<file path="src/rtl/fb_access_scheduler.sv">
// fb_access_scheduler: single arbitration point for SDRAM frame-buffer line fetches,
// pixel writes and auto-refresh, with a one-deep write holding register.
// Refresh timer and REF_* states are built only when FB_SCHED_REFRESH_EN is defined.
module fb_access_scheduler #(
  parameter int unsigned REFRESH_INTERVAL = 1000,
  parameter int unsigned STARVE_LIMIT     = 4,
  parameter int unsigned TIMEOUT          = 4096,
  localparam int unsigned DataW           = 40
) (
  input  logic             clk133,
  input  logic             rstn,
  input  logic             line_req,
  output logic             line_ack,
  input  logic             wr_valid,
  input  logic [DataW-1:0] wr_data,
  output logic             wr_ready,
  output logic             wr_drop,
  output logic             fb_requestNewLine,
  output logic             fb_requestNewWrite,
  output logic             fb_requestRefresh,
  output logic [DataW-1:0] fb_writeData,
  input  logic             fb_readBusy,
  input  logic             fb_writeBusy,
  input  logic             fb_refreshBusy,
  output logic             refresh_overdue,
  output logic             timeout_err
);

  localparam int unsigned StarveW = $clog2(STARVE_LIMIT + 1);
  localparam int unsigned ToW     = $clog2(TIMEOUT + 1);

  typedef enum logic [2:0] {
    IDLE,
    LINE_ISSUE,
    LINE_WAIT_DONE,
    WR_ISSUE,
    WR_WAIT_DONE
`ifdef FB_SCHED_REFRESH_EN
    , REF_ISSUE,
    REF_WAIT_DONE
`endif
  } state_e;

  state_e             state_q, state_d;
  logic               hold_valid_q, hold_valid_d;
  logic [DataW-1:0]   wdata_q, wdata_d;
  logic               wr_ready_q, wr_ready_d;
  logic               wr_drop_q, wr_drop_d;
  logic [StarveW-1:0] starve_q, starve_d;
  logic [ToW-1:0]     to_cnt_q, to_cnt_d;
  logic               req_line_q, req_line_d;
  logic               req_wr_q, req_wr_d;
  logic               line_ack_q, line_ack_d;
  logic               timeout_err_q, timeout_err_d;
  logic               all_idle_c, starve_hit_c, to_hit_c, mode_ok_c;
  logic               grant_line_c, grant_wr_c, line_done_c, wr_done_c, timed_out_c;

`ifdef FB_SCHED_REFRESH_EN
  localparam int unsigned RefW = $clog2(REFRESH_INTERVAL + 1);
  logic [RefW-1:0] ref_cnt_q, ref_cnt_d;
  logic            ref_pending_q, ref_pending_d;
  logic            overdue_q, overdue_d;
  logic            req_ref_q, req_ref_d;
  logic            ref_expire_c;

  assign all_idle_c = !fb_readBusy && !fb_writeBusy && !fb_refreshBusy;
`else
  logic unused_ref_c;

  assign unused_ref_c = ^{fb_refreshBusy, 32'(REFRESH_INTERVAL)};
  assign all_idle_c   = !fb_readBusy && !fb_writeBusy;
`endif

  assign starve_hit_c = hold_valid_q && (starve_q == StarveW'(STARVE_LIMIT));
  assign to_hit_c     = (to_cnt_q == ToW'(TIMEOUT - 1));
  assign mode_ok_c    = (wr_data[35:32] == 4'b1111) || (wr_data[35:32] == 4'b1001);

  // Next-state logic: grant from IDLE, request/busy handshake, per-state timeout.
  always_comb begin
    state_d      = state_q;
    grant_line_c = 1'b0;
    grant_wr_c   = 1'b0;
    line_done_c  = 1'b0;
    wr_done_c    = 1'b0;
    timed_out_c  = 1'b0;
    case (state_q)
      IDLE: begin
        if (all_idle_c) begin
`ifdef FB_SCHED_REFRESH_EN
          if (ref_pending_q) begin
            state_d = REF_ISSUE;
          end else
`endif
          if (line_req && !starve_hit_c) begin
            state_d      = LINE_ISSUE;
            grant_line_c = 1'b1;
          end else if (hold_valid_q) begin
            state_d    = WR_ISSUE;
            grant_wr_c = 1'b1;
          end
        end
      end
      LINE_ISSUE: begin
        if (fb_readBusy) begin
          state_d = LINE_WAIT_DONE;
        end else if (to_hit_c) begin
          state_d     = IDLE;
          timed_out_c = 1'b1;
        end
      end
      LINE_WAIT_DONE: begin
        if (!fb_readBusy) begin
          state_d     = IDLE;
          line_done_c = 1'b1;
        end else if (to_hit_c) begin
          state_d     = IDLE;
          timed_out_c = 1'b1;
        end
      end
      WR_ISSUE: begin
        if (fb_writeBusy) begin
          state_d = WR_WAIT_DONE;
        end else if (to_hit_c) begin
          state_d     = IDLE;
          timed_out_c = 1'b1;
          wr_done_c   = 1'b1;
        end
      end
      WR_WAIT_DONE: begin
        if (!fb_writeBusy) begin
          state_d   = IDLE;
          wr_done_c = 1'b1;
        end else if (to_hit_c) begin
          state_d     = IDLE;
          timed_out_c = 1'b1;
          wr_done_c   = 1'b1;
        end
      end
`ifdef FB_SCHED_REFRESH_EN
      REF_ISSUE: begin
        if (fb_refreshBusy) begin
          state_d = REF_WAIT_DONE;
        end else if (to_hit_c) begin
          state_d     = IDLE;
          timed_out_c = 1'b1;
        end
      end
      REF_WAIT_DONE: begin
        if (!fb_refreshBusy) begin
          state_d = IDLE;
        end else if (to_hit_c) begin
          state_d     = IDLE;
          timed_out_c = 1'b1;
        end
      end
`endif
      default: state_d = IDLE;
    endcase
  end

  // Datapath next-state: write holding register, starvation and timeout counters, outputs.
  always_comb begin
    hold_valid_d = hold_valid_q;
    wdata_d      = wdata_q;
    wr_drop_d    = 1'b0;
    starve_d     = starve_q;
    to_cnt_d     = to_cnt_q;
    if (wr_done_c) hold_valid_d = 1'b0;
    if (wr_valid && !hold_valid_q) begin
      if (mode_ok_c) begin
        hold_valid_d = 1'b1;
        wdata_d      = wr_data;
      end else begin
        wr_drop_d = 1'b1;
      end
    end
    if (grant_wr_c) begin
      starve_d = '0;
    end else if (grant_line_c && hold_valid_q) begin
      starve_d = starve_q + StarveW'(1);
    end
    if (state_d != state_q) begin
      to_cnt_d = '0;
    end else if (state_q != IDLE) begin
      to_cnt_d = to_cnt_q + ToW'(1);
    end
    wr_ready_d    = !hold_valid_d;
    req_line_d    = (state_d == LINE_ISSUE);
    req_wr_d      = (state_d == WR_ISSUE);
    line_ack_d    = line_done_c;
    timeout_err_d = timeout_err_q | timed_out_c;
  end

  // State and datapath registers.
  always_ff @(posedge clk133 or negedge rstn) begin
    if (!rstn) begin
      state_q       <= IDLE;
      hold_valid_q  <= 1'b0;
      wdata_q       <= '0;
      wr_ready_q    <= 1'b1;
      wr_drop_q     <= 1'b0;
      starve_q      <= '0;
      to_cnt_q      <= '0;
      req_line_q    <= 1'b0;
      req_wr_q      <= 1'b0;
      line_ack_q    <= 1'b0;
      timeout_err_q <= 1'b0;
    end else begin
      state_q       <= state_d;
      hold_valid_q  <= hold_valid_d;
      wdata_q       <= wdata_d;
      wr_ready_q    <= wr_ready_d;
      wr_drop_q     <= wr_drop_d;
      starve_q      <= starve_d;
      to_cnt_q      <= to_cnt_d;
      req_line_q    <= req_line_d;
      req_wr_q      <= req_wr_d;
      line_ack_q    <= line_ack_d;
      timeout_err_q <= timeout_err_d;
    end
  end

`ifdef FB_SCHED_REFRESH_EN
  // Refresh timer: expiry raises a pending refresh; entry to REF_ISSUE consumes it.
  always_comb begin
    ref_expire_c  = (ref_cnt_q == '0);
    ref_cnt_d     = ref_expire_c ? RefW'(REFRESH_INTERVAL - 1) : ref_cnt_q - RefW'(1);
    ref_pending_d = ref_pending_q;
    if (state_q == IDLE && state_d == REF_ISSUE) ref_pending_d = 1'b0;
    if (ref_expire_c) ref_pending_d = 1'b1;
    overdue_d = overdue_q | (ref_expire_c & ref_pending_q);
    req_ref_d = (state_d == REF_ISSUE);
  end

  // Refresh registers.
  always_ff @(posedge clk133 or negedge rstn) begin
    if (!rstn) begin
      ref_cnt_q     <= RefW'(REFRESH_INTERVAL - 1);
      ref_pending_q <= 1'b0;
      overdue_q     <= 1'b0;
      req_ref_q     <= 1'b0;
    end else begin
      ref_cnt_q     <= ref_cnt_d;
      ref_pending_q <= ref_pending_d;
      overdue_q     <= overdue_d;
      req_ref_q     <= req_ref_d;
    end
  end

  assign fb_requestRefresh = req_ref_q;
  assign refresh_overdue   = overdue_q;
`else
  assign fb_requestRefresh = 1'b0;
  assign refresh_overdue   = 1'b0;
`endif

  assign line_ack           = line_ack_q;
  assign wr_ready           = wr_ready_q;
  assign wr_drop            = wr_drop_q;
  assign fb_requestNewLine  = req_line_q;
  assign fb_requestNewWrite = req_wr_q;
  assign fb_writeData       = wdata_q;
  assign timeout_err        = timeout_err_q;

endmodule

</file>
<file path="config.mk">
export PLATFORM = sky130hd
export DESIGN_NAME = fb_access_scheduler
export DESIGN_NICKNAME = d
export VERILOG_FILES = /design/src/rtl/fb_access_scheduler.sv
export SDC_FILE = /design/constraint.sdc
export NUM_CORES = 1
export LEC_CHECK = 0
export ABC_AREA = 1
export ABC_CLOCK_PERIOD_IN_PS = 2630
export CAP_MARGIN = 20
export CELL_PAD_IN_SITES_DETAIL_PLACEMENT = 1
export CELL_PAD_IN_SITES_GLOBAL_PLACEMENT = 1
export CORE_ASPECT_RATIO = 1.25
export CORE_MARGIN = 3
export CORE_UTILIZATION = 36
export CTS_CLUSTER_DIAMETER = 60
export CTS_CLUSTER_SIZE = 14
export DETAILED_ROUTE_END_ITERATION = 7
export PLACE_DENSITY_LB_ADDON = 0.1
export SYNTH_ARGS = -nofsm -noshare
export SYNTH_HDL_FRONTEND = slang
export SYNTH_SLANG_ARGS = --single-unit
</file>
<file path="constraint.sdc">
create_clock -name clk133 -period 2.63 [get_ports clk133]
set_input_delay 0.6575 -clock clk133 [delete_from_list [all_inputs] [get_ports clk133]]
set_output_delay 0.6575 -clock clk133 [all_outputs]
set_load 0.01 [all_outputs]
</file>
Yosys cells after proc, flatten, opt, wreduce, memory -nomap -nowiden
Index checks and enable logic that the tools add are counted.

word-level totals
  memories = 0
  logic and storage cells = 76
  register bits = 66
  output and inout bits = 48
  RAM bits = 0
  memory bits (read-only) = 0
  bits in latches = 0
  input bits = 47

cells by class
  equal/unequal tests = 11
  multiplexer cells = 35
  bitwise operators = 1
  magnitude comparators = 0
  multiply operators = 0
  shifts and indexed selects = 0
  $add $sub $neg = 2
  divide/modulo/power cells = 0
  reduce and logical (&&, ||, !) cells = 16

operators with widths
  kind                                                   number
  two-way mux 3 bit                                      10
  two-way mux 13 bit                                     2
  two-way mux 1 bit                                      20
  case mux 3 bit (5 select lines)                        1
  adder 13 x 1 -> 13 bit, second input constant          1
  equality test 13 x 12 -> 1 bit, second input constant  1
  equality test 3 x 2 -> 1 bit, second input constant    3
  equality test 4 bit, second input constant             2
  equality test 3 x 1 -> 1 bit, second input constant    2
  equality test 3 bit, second input constant             2
  logical AND 1 bit                                      5
  logical NOT 1 bit                                      5
  case mux 1 bit (4 select lines)                        1
  nonzero test 2 bit                                     2
  adder 3 x 1 -> 3 bit, second input constant            1
  logical NOT 3 bit                                      1
  != test 3 bit                                          1
  nonzero test 3 bit                                     1
  case mux 1 bit (2 select lines)                        1
  AND reduction 2 bit                                    1
  logical OR 1 bit                                       1
  OR 1 bit                                               1

Depth between registers and ports, before layout
Gate-level depths: netlist of the first run.

  depth after elaboration = 10
  mapped depth = 14
  gate-level depth less buffers = 13

Worst setup path after synthesis of the first run
Ideal clock, no wire load.

  kind = in2reg
  from = in wr_data[33]
  to = reg wdata_q[13] (netlist: fb_writeData[13])
  library setup time = 117 ps
  path buffers = 2
  data required time = 2513 ps
  cell stages on the path = 8
  arrival time = 1580 ps
  setup slack = 933 ps
  path through = xnor2_1 > nand3_1 > nor2_1 > inv_1 > buf_2 > buf_1 > nand2_1 > nand2_1

on the way
  word-level cells in the longest chain between the ends = 3
  elaborated cells on any way between the ends = 4
  those cells by class = 2 x eq/ne; 2 x reduce/logical

RTL lines
  element                          line  text
  from (decl)                      15    input logic [DataW-1:0] wr_data,
  equality test 4 bit              76    assign mode_ok_c = (wr_data[35:32] == 4'b1111) || (wr_data[35:32] == 4'b1001);
  logical OR 1 bit *               76
  AND reduction 2 bit (no line) *  -
  to (signal assigned)             211   wdata_q <= wdata_d;
  to (decl)                        46    logic [DataW-1:0] wdata_q, wdata_d;

Every way passes the cells marked *; elsewhere a longest branch is shown, timed or not.
A chain may end at the register's enable or synchronous reset.

Worst setup path in the final report of the first run
  from = in fb_readBusy
  to = reg to_cnt_q[2]

on the way
  word-level cells in the longest chain between the ends = 6
  elaborated cells on any way between the ends = 9
  those cells by class = 1 x eq/ne; 5 x mux; 3 x reduce/logical

RTL lines
  element                                                   line  text
  from (decl)                                               22    input logic fb_readBusy,
  logical NOT 1 bit                                         -
  logical AND 1 bit                                         71    assign all_idle_c = !fb_readBusy && !fb_writeBusy;
  two-way mux 3 bit                                         88    if (all_idle_c) begin
  case mux 3 bit (5 select lines) *                         86    case (state_q)
  via state_d[1]                                            44    state_e state_q, state_d;
  != test 3 bit *                                           182   if (state_d != state_q) begin
  two-way mux 13 bit or nonzero test 2 bit (tied branches)  -
  to (signal assigned)                                      215   to_cnt_q <= to_cnt_d;
  to (decl)                                                 50    logic [ToW-1:0] to_cnt_q, to_cnt_d;

The timed path passes the listed nets; every way through them passes the cells marked *.

==> results of run 1 <==
==> path summary, 6_finish.rpt <==
kind	to	cells past startpoint	slack, ns	startpoint
max	to_cnt_q[2]$_DFFE_PN0P_	10	0.54	fb_readBusy
min	line_ack$_DFF_PN0_	2	0.30	rstn
max reg2reg	to_cnt_q[2]$_DFFE_PN0P_	12	0.75	to_cnt_q[1]$_DFFE_PN0P_
min reg2reg	fb_writeData[27]$_DFFE_PN0P_	2	0.47	fb_writeData[27]$_DFFE_PN0P_
max in group asynchronous	wr_ready$_DFF_PN1_	2	1.99	rstn
min in group clk133	fb_writeData[27]$_DFFE_PN0P_	2	0.47	fb_writeData[27]$_DFFE_PN0P_
==> report_power, final <==
group	switching (uW)	leakage, uW	internal (uW)
Clock	359	0.0000815	379
Combinational	349	0.00107	407
Sequential	110	0.000849	1200
Total	818	0.00200	1980
==> kinds of logic (layout without fill, tap and decap cells) <==
family	Yosys count	after routing
compound gates	16	16
xor+xnor	12	12
fa+ha+maj	3	3
buf+inv	37	132
flops	66	66
mux	1	1
other cells	1	2
simple gates	207	207
==> per-layer routing <==
metal | track usage, % | up-vias | part of all wire [%]
met3 | 9.34 | 11 | 10
met5 | 0 | - | 0
met2 | 28.3 | 69 | 49
met4 | 6.80 | 0 | 1.9
met1 | 19.9 | 1208 | 39
li1 | - | 1232 | -
==> through the flow <==
stage | hold WS, ns | power, uW | utilization, % | cells | cell area (um^2)
2_1_floorplan | 0.362 | 1620 | - | 344 | 2980
3_3_place_gp | 0.453 | 2050 | 50.1 | 521 | 3970
3_5_place_dp | 0.458 | 2090 | 50.1 | 521 | 3970
4_1_cts | 0.327 | 2850 | 52.1 | 534 | 4130
5_1_grt | 0.344 | 2990 | 52.1 | 534 | 4130
6_report | 0.304 | 2800 | 52.1 | 534 | 4130
==> critical path: cells and delay by family <==
kind | cells | cell delay [ns]
AND/OR/NAND/NOR | 9 | 1.16
buffers and inverters | 1 | 0.54
==> area by class of cell <==
class | count | share of cell area [%]
Clock buffer | 13 | 3.85
Timing Repair Buffer | 94 | 22.8
Inverter | 25 | 2.30
Tap cell | 95 | 2.88
Multi-Input combinational cell | 241 | 28.2
Sequential cell | 66 | 40.0
==> cells in the final DEF, fill, tap and decap left out, types with 5 or more instances in the layout <==
cell type	n
a21oi_1	5
clkbuf_8	11
clkdlybuf4s50_1	90
dfrtp_1	65
inv_1	21
nand2_1	143
nand3_1	11
nand4_1	5
nor2_1	22
nor2_2	11
o21ai_0	6
xnor2_1	5
xor2_1	7
==> registers in the layout, indices dropped and copies added, names as in the netlist <==
signal	count
to_cnt_q	13
hold_valid_q	1
starve_q	3
wr_drop	1
fb_requestNewLine	1
line_ack	1
fb_requestNewWrite	1
state_q	3
fb_writeData	40
timeout_err	1
wr_ready	1
==> impl_metrics.tcl, run 1 <==
set metrics [dict create \
    fin_ws_ns 0.537 \
    synth_cell_types 36 \
    critPathCaptureType "register" \
    synthArstFlopShare_pct 100 \
    vias 2520 \
    cts_tree "done" \
    synth_top_family_by_area "simple AND/OR/NAND/NOR gates" \
    worst-setup-path-type "input pin to register" \
    synth_xor_area_share_pct 3.53 \
    hold_viol 0 \
    synth_top_area_cell "dfrtp_1" \
    port_buffers 91 \
    synth_edf_count 0 \
    ctsHoldBuffers 0 \
    cts_buffers 9 \
    grt_max_degree 67 \
    synth_top_cell_area_share_pct 54.6 \
    drv_slew 0 \
    place_ws_ns 0.183 \
    layout.nets 487 \
    cts-resized-gates 0 \
    ant_nets 0 \
    root_buffer "clkbuf_8" \
    htree_num_levels 3 \
    rsz0062_at_grt "no" \
    path_common_cell "nand2_4" \
    seq_area_um2 1650 \
    cp_cell_sequence "clkdlybuf4s50_1 -> nor2_1 -> nand2_4 -> nor2_8 -> nand2_4 -> nand2_4 -> nand2_1 -> nand2_1 -> nand2_2 -> nor2_1" \
    start_util_pct 37.6 \
    synth.area.top_cells "dfrtp_1, nand2_1, nor2_1" \
    drt_iter0_drc 96 \
    synthFlopType "dfrtp_1" \
    multi_input_area_um2 1160 \
    setup-tns-final_ns 0 \
    synth_common_cells "nand2_1, dfrtp_1, nor2_1, inv_1, nand3_1" \
    power.leakage_uw 0.00200 \
    max_freq_mhz 478 \
    place_hpwl_um 5510 \
    core.rowCount 36 \
    grtUsageTotal_pct 17.8 \
    min_period_over_period_pct 79.6 \
    synth_area_per_cell_um2 8.68 \
    ioPinCount 95 \
    post_cts_buffers 0 \
    core_area_um2 7930 \
    detail_route.wl_per_cell_um 14.4 \
    yosys.area_share.simple_pct 30.5 \
    die_h_um 108 \
    min_path_type "input pin to async pin" \
    critical_path.max_stage_delay_ns 0.54 \
    syn-cell-area_um2 2980 \
    cts.sinks 66 \
    synth.ff_latch_count 66 \
    yosysMostFrequentCell "nand2_1" \
    power_density_nw_per_um2 677 \
    drc 0 \
    muxShareOfSynthArea_pct 0.336 \
    cpMaxStageDelayCell "clkdlybuf4s50_1" \
    syn2layout_area_growth_pct 38.7 \
    synthCells 343 \
    routed_wl_um 7690 \
    overflow 0 \
    first_pass_iters 4 \
    grt_first_pass_wirelength_um 12900 \
    die_x_um 87.3 \
    crit_required_ns 2.90 \
    drive_above_1_share_pct 9.79 \
    synthAdderAreaFrac_pct 1.26 \
    clkTransAtPathRegs_ns 0.07 \
    clk_path_buf_depth 2 \
    fin_crit_ns 2.09 \
    finalSetupViolCount 0 \
    status "finished clean" \
    antenna_found_initial 0 \
    synth_compound_area_share_pct 3.11 \
    insertion_delay_ns 0.34 \
    ys_seq_area_share_pct 55.5 \
    gp_congestion 0.832 \
    fin_skew_ns 0.00423 \
    ir_drop_mv 0.300 \
    viasPerCell 4.72 \
    maxCapViolations 0 \
    num_antenna_cells 0 \
    crit_fanout 13 \
    ys_warn_count 0 \
    die_area_um2 9410 \
    grt_pass1_vias 2720 \
    start_kind "input pin" \
    fillers 947 \
    arrival_ns 2.36 \
]
Power figures use the tool's default switching activity.
==> run 2: changes to the inputs <==
--- a/config.mk
+++ b/config.mk
@@ -6,13 +6,13 @@
 export NUM_CORES = 1
 export LEC_CHECK = 0
 export ABC_AREA = 1
-export ABC_CLOCK_PERIOD_IN_PS = 2630
+export ABC_CLOCK_PERIOD_IN_PS = 2000
 export CAP_MARGIN = 20
 export CELL_PAD_IN_SITES_DETAIL_PLACEMENT = 1
 export CELL_PAD_IN_SITES_GLOBAL_PLACEMENT = 1
 export CORE_ASPECT_RATIO = 1.25
 export CORE_MARGIN = 3
-export CORE_UTILIZATION = 36
+export CORE_UTILIZATION = 34
 export CTS_CLUSTER_DIAMETER = 60
 export CTS_CLUSTER_SIZE = 14
 export DETAILED_ROUTE_END_ITERATION = 7
==> constraint.sdc (replaced) <==
create_clock -name clk133 -period 2 [get_ports clk133]
set_input_delay 0.5 -clock clk133 [delete_from_list [all_inputs] [get_ports clk133]]
set_output_delay 0.5 -clock clk133 [all_outputs]
set_load 0.01 [all_outputs]
==> impl_metrics.tcl, run 2 (synthesis results as in run 1) <==
set metrics [dict create \
    status "finished clean" \
    viasPerCell 4.48 \
    htree_num_levels 3 \
    clkTransAtPathRegs_ns 0.07 \
    netSwitchingFraction_pct 27.9 \
    cp_num_buf_inv 1 \
    num_antenna_cells 0 \
    power_frac_seq_pct 43.5 \
    drive_above_1_share_pct 13.2 \
    place_hpwl_um 5800 \
    finalInstanceArea_um2 4360 \
    min_path_type "input pin to async pin" \
    routed_wl_um 7830 \
    placed_cell_area_um2 4140 \
    cts_tree "done" \
    ioPinCount 95 \
    syn2layout_area_growth_pct 46.4 \
    core_area_um2 8380 \
    cp_cell_sequence "clkdlybuf4s50_1" \
    rsz0062_at_grt "no" \
    power.leakage_uw 0.00211 \
    grt_max_degree 36 \
    finalSetupViolCount 0 \
    max_freq_mhz 530 \
    arrival_ns 1.39 \
    worst-setup-path-type "register to output pin" \
    power_density_nw_per_um2 907 \
    clkPwrFrac_pct 30.6 \
    start_kind "register" \
    critical_path.max_stage_delay_ns 0.53 \
    crit_required_ns 1.50 \
    antenna_found_initial 0 \
    die_h_um 111 \
    grtUsageTotal_pct 16.8 \
    crit_fanout 1 \
    critPathCaptureType "output pin" \
    drc 0 \
    layout.nets 501 \
    holdWs_ns 0.0898 \
    gp_congestion 0.790 \
    die_area_um2 9920 \
    cts.sinks 66 \
    final_cell_mix "nand2_1, clkdlybuf4s50_1, dfrtp_1" \
    die_x_um 89.7 \
    drt_iter0_drc 54 \
    cpMaxStageDelayCell "dfstp_2" \
    grt_first_pass_wirelength_um 13400 \
    drv_slew 0 \
    clk_path_buf_depth 2 \
    fin_skew_ns 0.00564 \
    r2r_slack_ns 0.18 \
    largest_reg_flops 40 \
    cp_top_family "flip-flops" \
    overflow 0 \
    ctsHoldBuffers 0 \
    post_cts_buffers 0 \
    port_buffers 91 \
    hold_viol 0 \
    grt_pass1_vias 2809 \
    maxCapViolations 0 \
    detail_route.wl_per_cell_um 13.7 \
    fin_util_pct 52.0 \
    cts-resized-gates 0 \
    switching_power_uw 1100 \
    start_util_pct 35.5 \
    ir_drop_mv 0.441 \
    final_common_cell "nand2_1" \
    insertion_delay_ns 0.34 \
    comb_power_share_pct 25.9 \
    fin_crit_ns 1.89 \
    cts_buffers 9 \
    core.rowCount 37 \
    min_period_over_period_pct 94.3 \
    ant_nets 0 \
    vias 2568 \
    root_buffer "clkbuf_8" \
    first_pass_iters 4 \
    internal_power_uw 2850 \
]
-- run 2: final cells by class --
type	instances	area [um^2]
clock inverter	1	30.0
clock buffer	15	186
multi-input combinational	241	1160
fill	978	4020
timing repair buffer	108	1080
sequential	66	1650
inverter	25	95.1
tap	117	146
-- run 2: layer usage --
layer  GRT usage (%)  part of all wire (%)  vias to the layer above
li1                -                     -                     1258
met1            18.6                    40                     1237
met2            28.9                    51                       62
met3            5.65                   7.2                       11
met4            8.28                   1.9                        0
met5               0                     0                        -
-- run 2: power groups by stage --
| stage | logic, uW | clock network [uW] | registers, uW |
|---|---|---|---|
| 2_1_floorplan | 319 | 0 | 1810 |
| 5_1_grt | 1140 | 1300 | 1750 |
| 4_1_cts | 1050 | 1260 | 1720 |
| 6_report | 1030 | 1210 | 1720 |
| 3_5_place_dp | 1040 | 0 | 1740 |
| 3_3_place_gp | 1010 | 0 | 1730 |
-- run 2: final timing paths --
path / startpoint / end / cells after the start
max reg2reg: to_cnt_q[1]$_DFFE_PN0P_ / to_cnt_q[5]$_DFFE_PN0P_ / 13
min in group clk133: timeout_err$_DFF_PN0_ / timeout_err$_DFF_PN0_ / 1
max in group asynchronous: rstn / wr_ready$_DFF_PN1_ / 2
max: wr_ready$_DFF_PN1_ / wr_ready / 1
min: rstn / fb_writeData[36]$_DFFE_PN0P_ / 1
min reg2reg: timeout_err$_DFF_PN0_ / timeout_err$_DFF_PN0_ / 1
-- run 2: per-stage QoR --
| stage | power [uW] | cells | setup TNS [ns] | setup slack, ns |
|---|---|---|---|---|
| after floorplan | 2130 | 344 | 0 | 0.461 |
| after global placement | 2740 | 557 | -0.704 | -0.0622 |
| after detailed placement | 2780 | 557 | -1.39 | -0.106 |
| after CTS | 4030 | 573 | 0 | 0.0831 |
| after global routing | 4200 | 573 | 0 | 0.000531 |
| final | 3950 | 573 | 0 | 0.113 |
==> run 3: changes to the inputs <==
--- a/config.mk
+++ b/config.mk
@@ -16,6 +16,7 @@
 export CTS_CLUSTER_DIAMETER = 60
 export CTS_CLUSTER_SIZE = 14
 export DETAILED_ROUTE_END_ITERATION = 7
+export HOLD_SLACK_MARGIN = 0.03
 export PLACE_DENSITY_LB_ADDON = 0.1
 export SYNTH_ARGS = -nofsm -noshare
 export SYNTH_HDL_FRONTEND = slang
==> results of run 3 <==
Final layout, timing and power as in run 2 (identical DEF).
==> RTL change: new RTL, config.mk and constraints of run 3 <==
The parameter `TIMEOUT` goes from 4096 to 16384.
--- a/src/rtl/fb_access_scheduler.sv
+++ b/src/rtl/fb_access_scheduler.sv
@@ -4,7 +4,7 @@
 module fb_access_scheduler #(
   parameter int unsigned REFRESH_INTERVAL = 1000,
   parameter int unsigned STARVE_LIMIT     = 4,
-  parameter int unsigned TIMEOUT          = 4096,
+  parameter int unsigned TIMEOUT          = 16384,
   localparam int unsigned DataW           = 40
 ) (
   input  logic             clk133,
Function: no difference found for any inputs over 10 cycles, from zero or initial values and one cycle with rstn low; that may be too few to reach the edited logic, so the function may still have changed.
==> RTL change against run 3 <==
- non-clock buffer count fell by 3
- synthesized cell count up 5.0%
- register-to-register slack better by 0.04 ns
- worst setup slack gained 0.0079 ns
- wire length is 0.18% higher
- area after synthesis is 5.4% higher
- sequential cell count is 2 higher
- die area grew 5.1%
- final area increased by 2.4%
Power is not compared: it rests on default switching activity, and its combinational part moved more than twofold at a synthesized area within 25%.
==> RTL change: results <==
<?xml version="1.0" encoding="UTF-8"?>
<metrics>
  <group name="status">
    <metric name="run_status" unit="">finished clean</metric>
  </group>
  <group name="timing">
    <metric name="worst_clock_skew" unit="ns">0.00733</metric>
  </group>
  <group name="grt">
    <metric name="grt_pass1_wl" unit="mm">13.8</metric>
    <metric name="globalRouteTotalUtil" unit="%">16.8</metric>
    <metric name="grt_start_max_net_pins" unit="">69</metric>
    <metric name="number_of_global_route_vias_before_repair" unit="">2897</metric>
  </group>
  <group name="finish">
    <metric name="final_cells" unit="">591</metric>
    <metric name="drive_gt1_share" unit="%">13.8</metric>
    <metric name="nFillCells" unit="">1085</metric>
    <metric name="finalNetCount" unit="">516</metric>
  </group>
  <group name="route">
    <metric name="route.detailed.wl_per_inst" unit="um">13.3</metric>
    <metric name="detail_route.iter0.violations" unit="">102</metric>
    <metric name="route.detailed.vias_per_inst" unit="">4.43</metric>
  </group>
  <group name="yosys">
    <metric name="synth.distinct_cells" unit="">33</metric>
    <metric name="synth_seq_area_share" unit="%">54.2</metric>
    <metric name="synth_largest_type_area_fraction" unit="%">53.4</metric>
    <metric name="cell_types_with_the_highest_counts_after_synthesis" unit="">sky130_fd_sc_hd__nand2_1 (144), sky130_fd_sc_hd__dfrtp_1 (67), sky130_fd_sc_hd__nor2_1 (29)</metric>
    <metric name="post_synth_main_area_contributors" unit="">sky130_fd_sc_hd__dfrtp_1 (53%), sky130_fd_sc_hd__nand2_1 (17%), sky130_fd_sc_hd__nor2_4 (4.3%)</metric>
  </group>
  <group name="worst_setup_path">
    <metric name="r2r-start" unit="">state_q[2]</metric>
    <metric name="startpoint" unit="">wr_ready</metric>
    <metric name="count_of_cells_along_the_worst_register_to_register_path" unit="">12</metric>
    <metric name="crit-reg2reg-capture" unit="">to_cnt_q[2]</metric>
    <metric name="r2r_setup_slack" unit="ns">0.22</metric>
  </group>
  <group name="placement">
    <metric name="placedCellCount" unit="">575</metric>
    <metric name="dp_hpwl" unit="mm">5.75</metric>
    <metric name="place.gp.congestion" unit="">0.797</metric>
  </group>
  <group name="clock_tree">
    <metric name="max-clock-path-buffers" unit="">2</metric>
  </group>
</metrics>
==> RTL change: worst min-delay path by stage <==
stage                           startpoint                 to  slack, ns  depth (start not counted)
final                                 rstn         state_q[2]       0.16                          2
after global routing                  rstn   fb_writeData[29]       0.19                          2
after CTS                             rstn         state_q[2]       0.18                          2
after detailed placement       timeout_err        timeout_err       0.46                          1
after global placement    fb_writeData[35]   fb_writeData[35]       0.45                          1
after floorplan                       rstn  fb_requestNewLine       0.20                          0
==> RTL change: cells by family (layout without fill, tap and decap cells) <==
group,after synthesis,in the layout,share of synthesized area (%)
AO/OA/AOI/OAI,15,15,2.91
adder cells (fa/ha/maj),3,3,1.20
flip-flops,68,68,54.2
other,1,2,0.119
multiplexers,1,1,0.319
AND/OR/NAND/NOR,219,219,32.0
buffers and inverters,40,150,5.58
XOR/XNOR,13,13,3.63
==> RTL change: worst register-to-register path: cells and delay by family, from the launching register on <==
family / cells / cell delay [ns]
AOI/OAI and AO/OA: 2 / 0.24
buffers and inverters: 4 / 0.48
DFF: 1 / 0.47
and+or+nand+nor: 6 / 0.52
==> RTL change: area by class of cell <==
type	count	area share, %
multi-input combinational	253	28.4
timing repair buffer	105	23.8
sequential	68	38.2
tap	120	3.36
clock buffer	14	3.64
clock inverter	2	0.224
inverter	29	2.44
==> RTL change: power by group through the flow <==
stage          sequential [mW]  combinational [mW]  clock, mW
4_1_cts                   2.14                2.22       1.08
5_1_grt                   2.20                2.42       1.13
3_5_place_dp              2.15                2.21          0
6_report                  2.12                2.17       1.02
3_3_place_gp              2.12                2.16          0
2_1_floorplan             2.31               0.798          0
==> RTL change: per-layer routing <==
metal  vias to the layer above  share of wire [%]  global-route usage, %
li1                       1306                  -                      -
met1                      1241                 42                   20.0
met2                        63                 48                   27.1
met3                        11                8.0                   6.33
met4                         0                2.2                   7.43
met5                         -                  0                      0
==> RTL change: through the flow <==
stage	worst slack, ns	area [um^2]	setup TNS [ns]	util, %
global placement	-0.0389	4290	-0.444	48.5
CTS	0.0846	4460	0	50.5
detailed placement	-0.113	4290	-1.03	48.5
floorplan	0.434	3140	0	-
finish	0.121	4460	0	50.5
global route	0.0308	4460	0	50.5
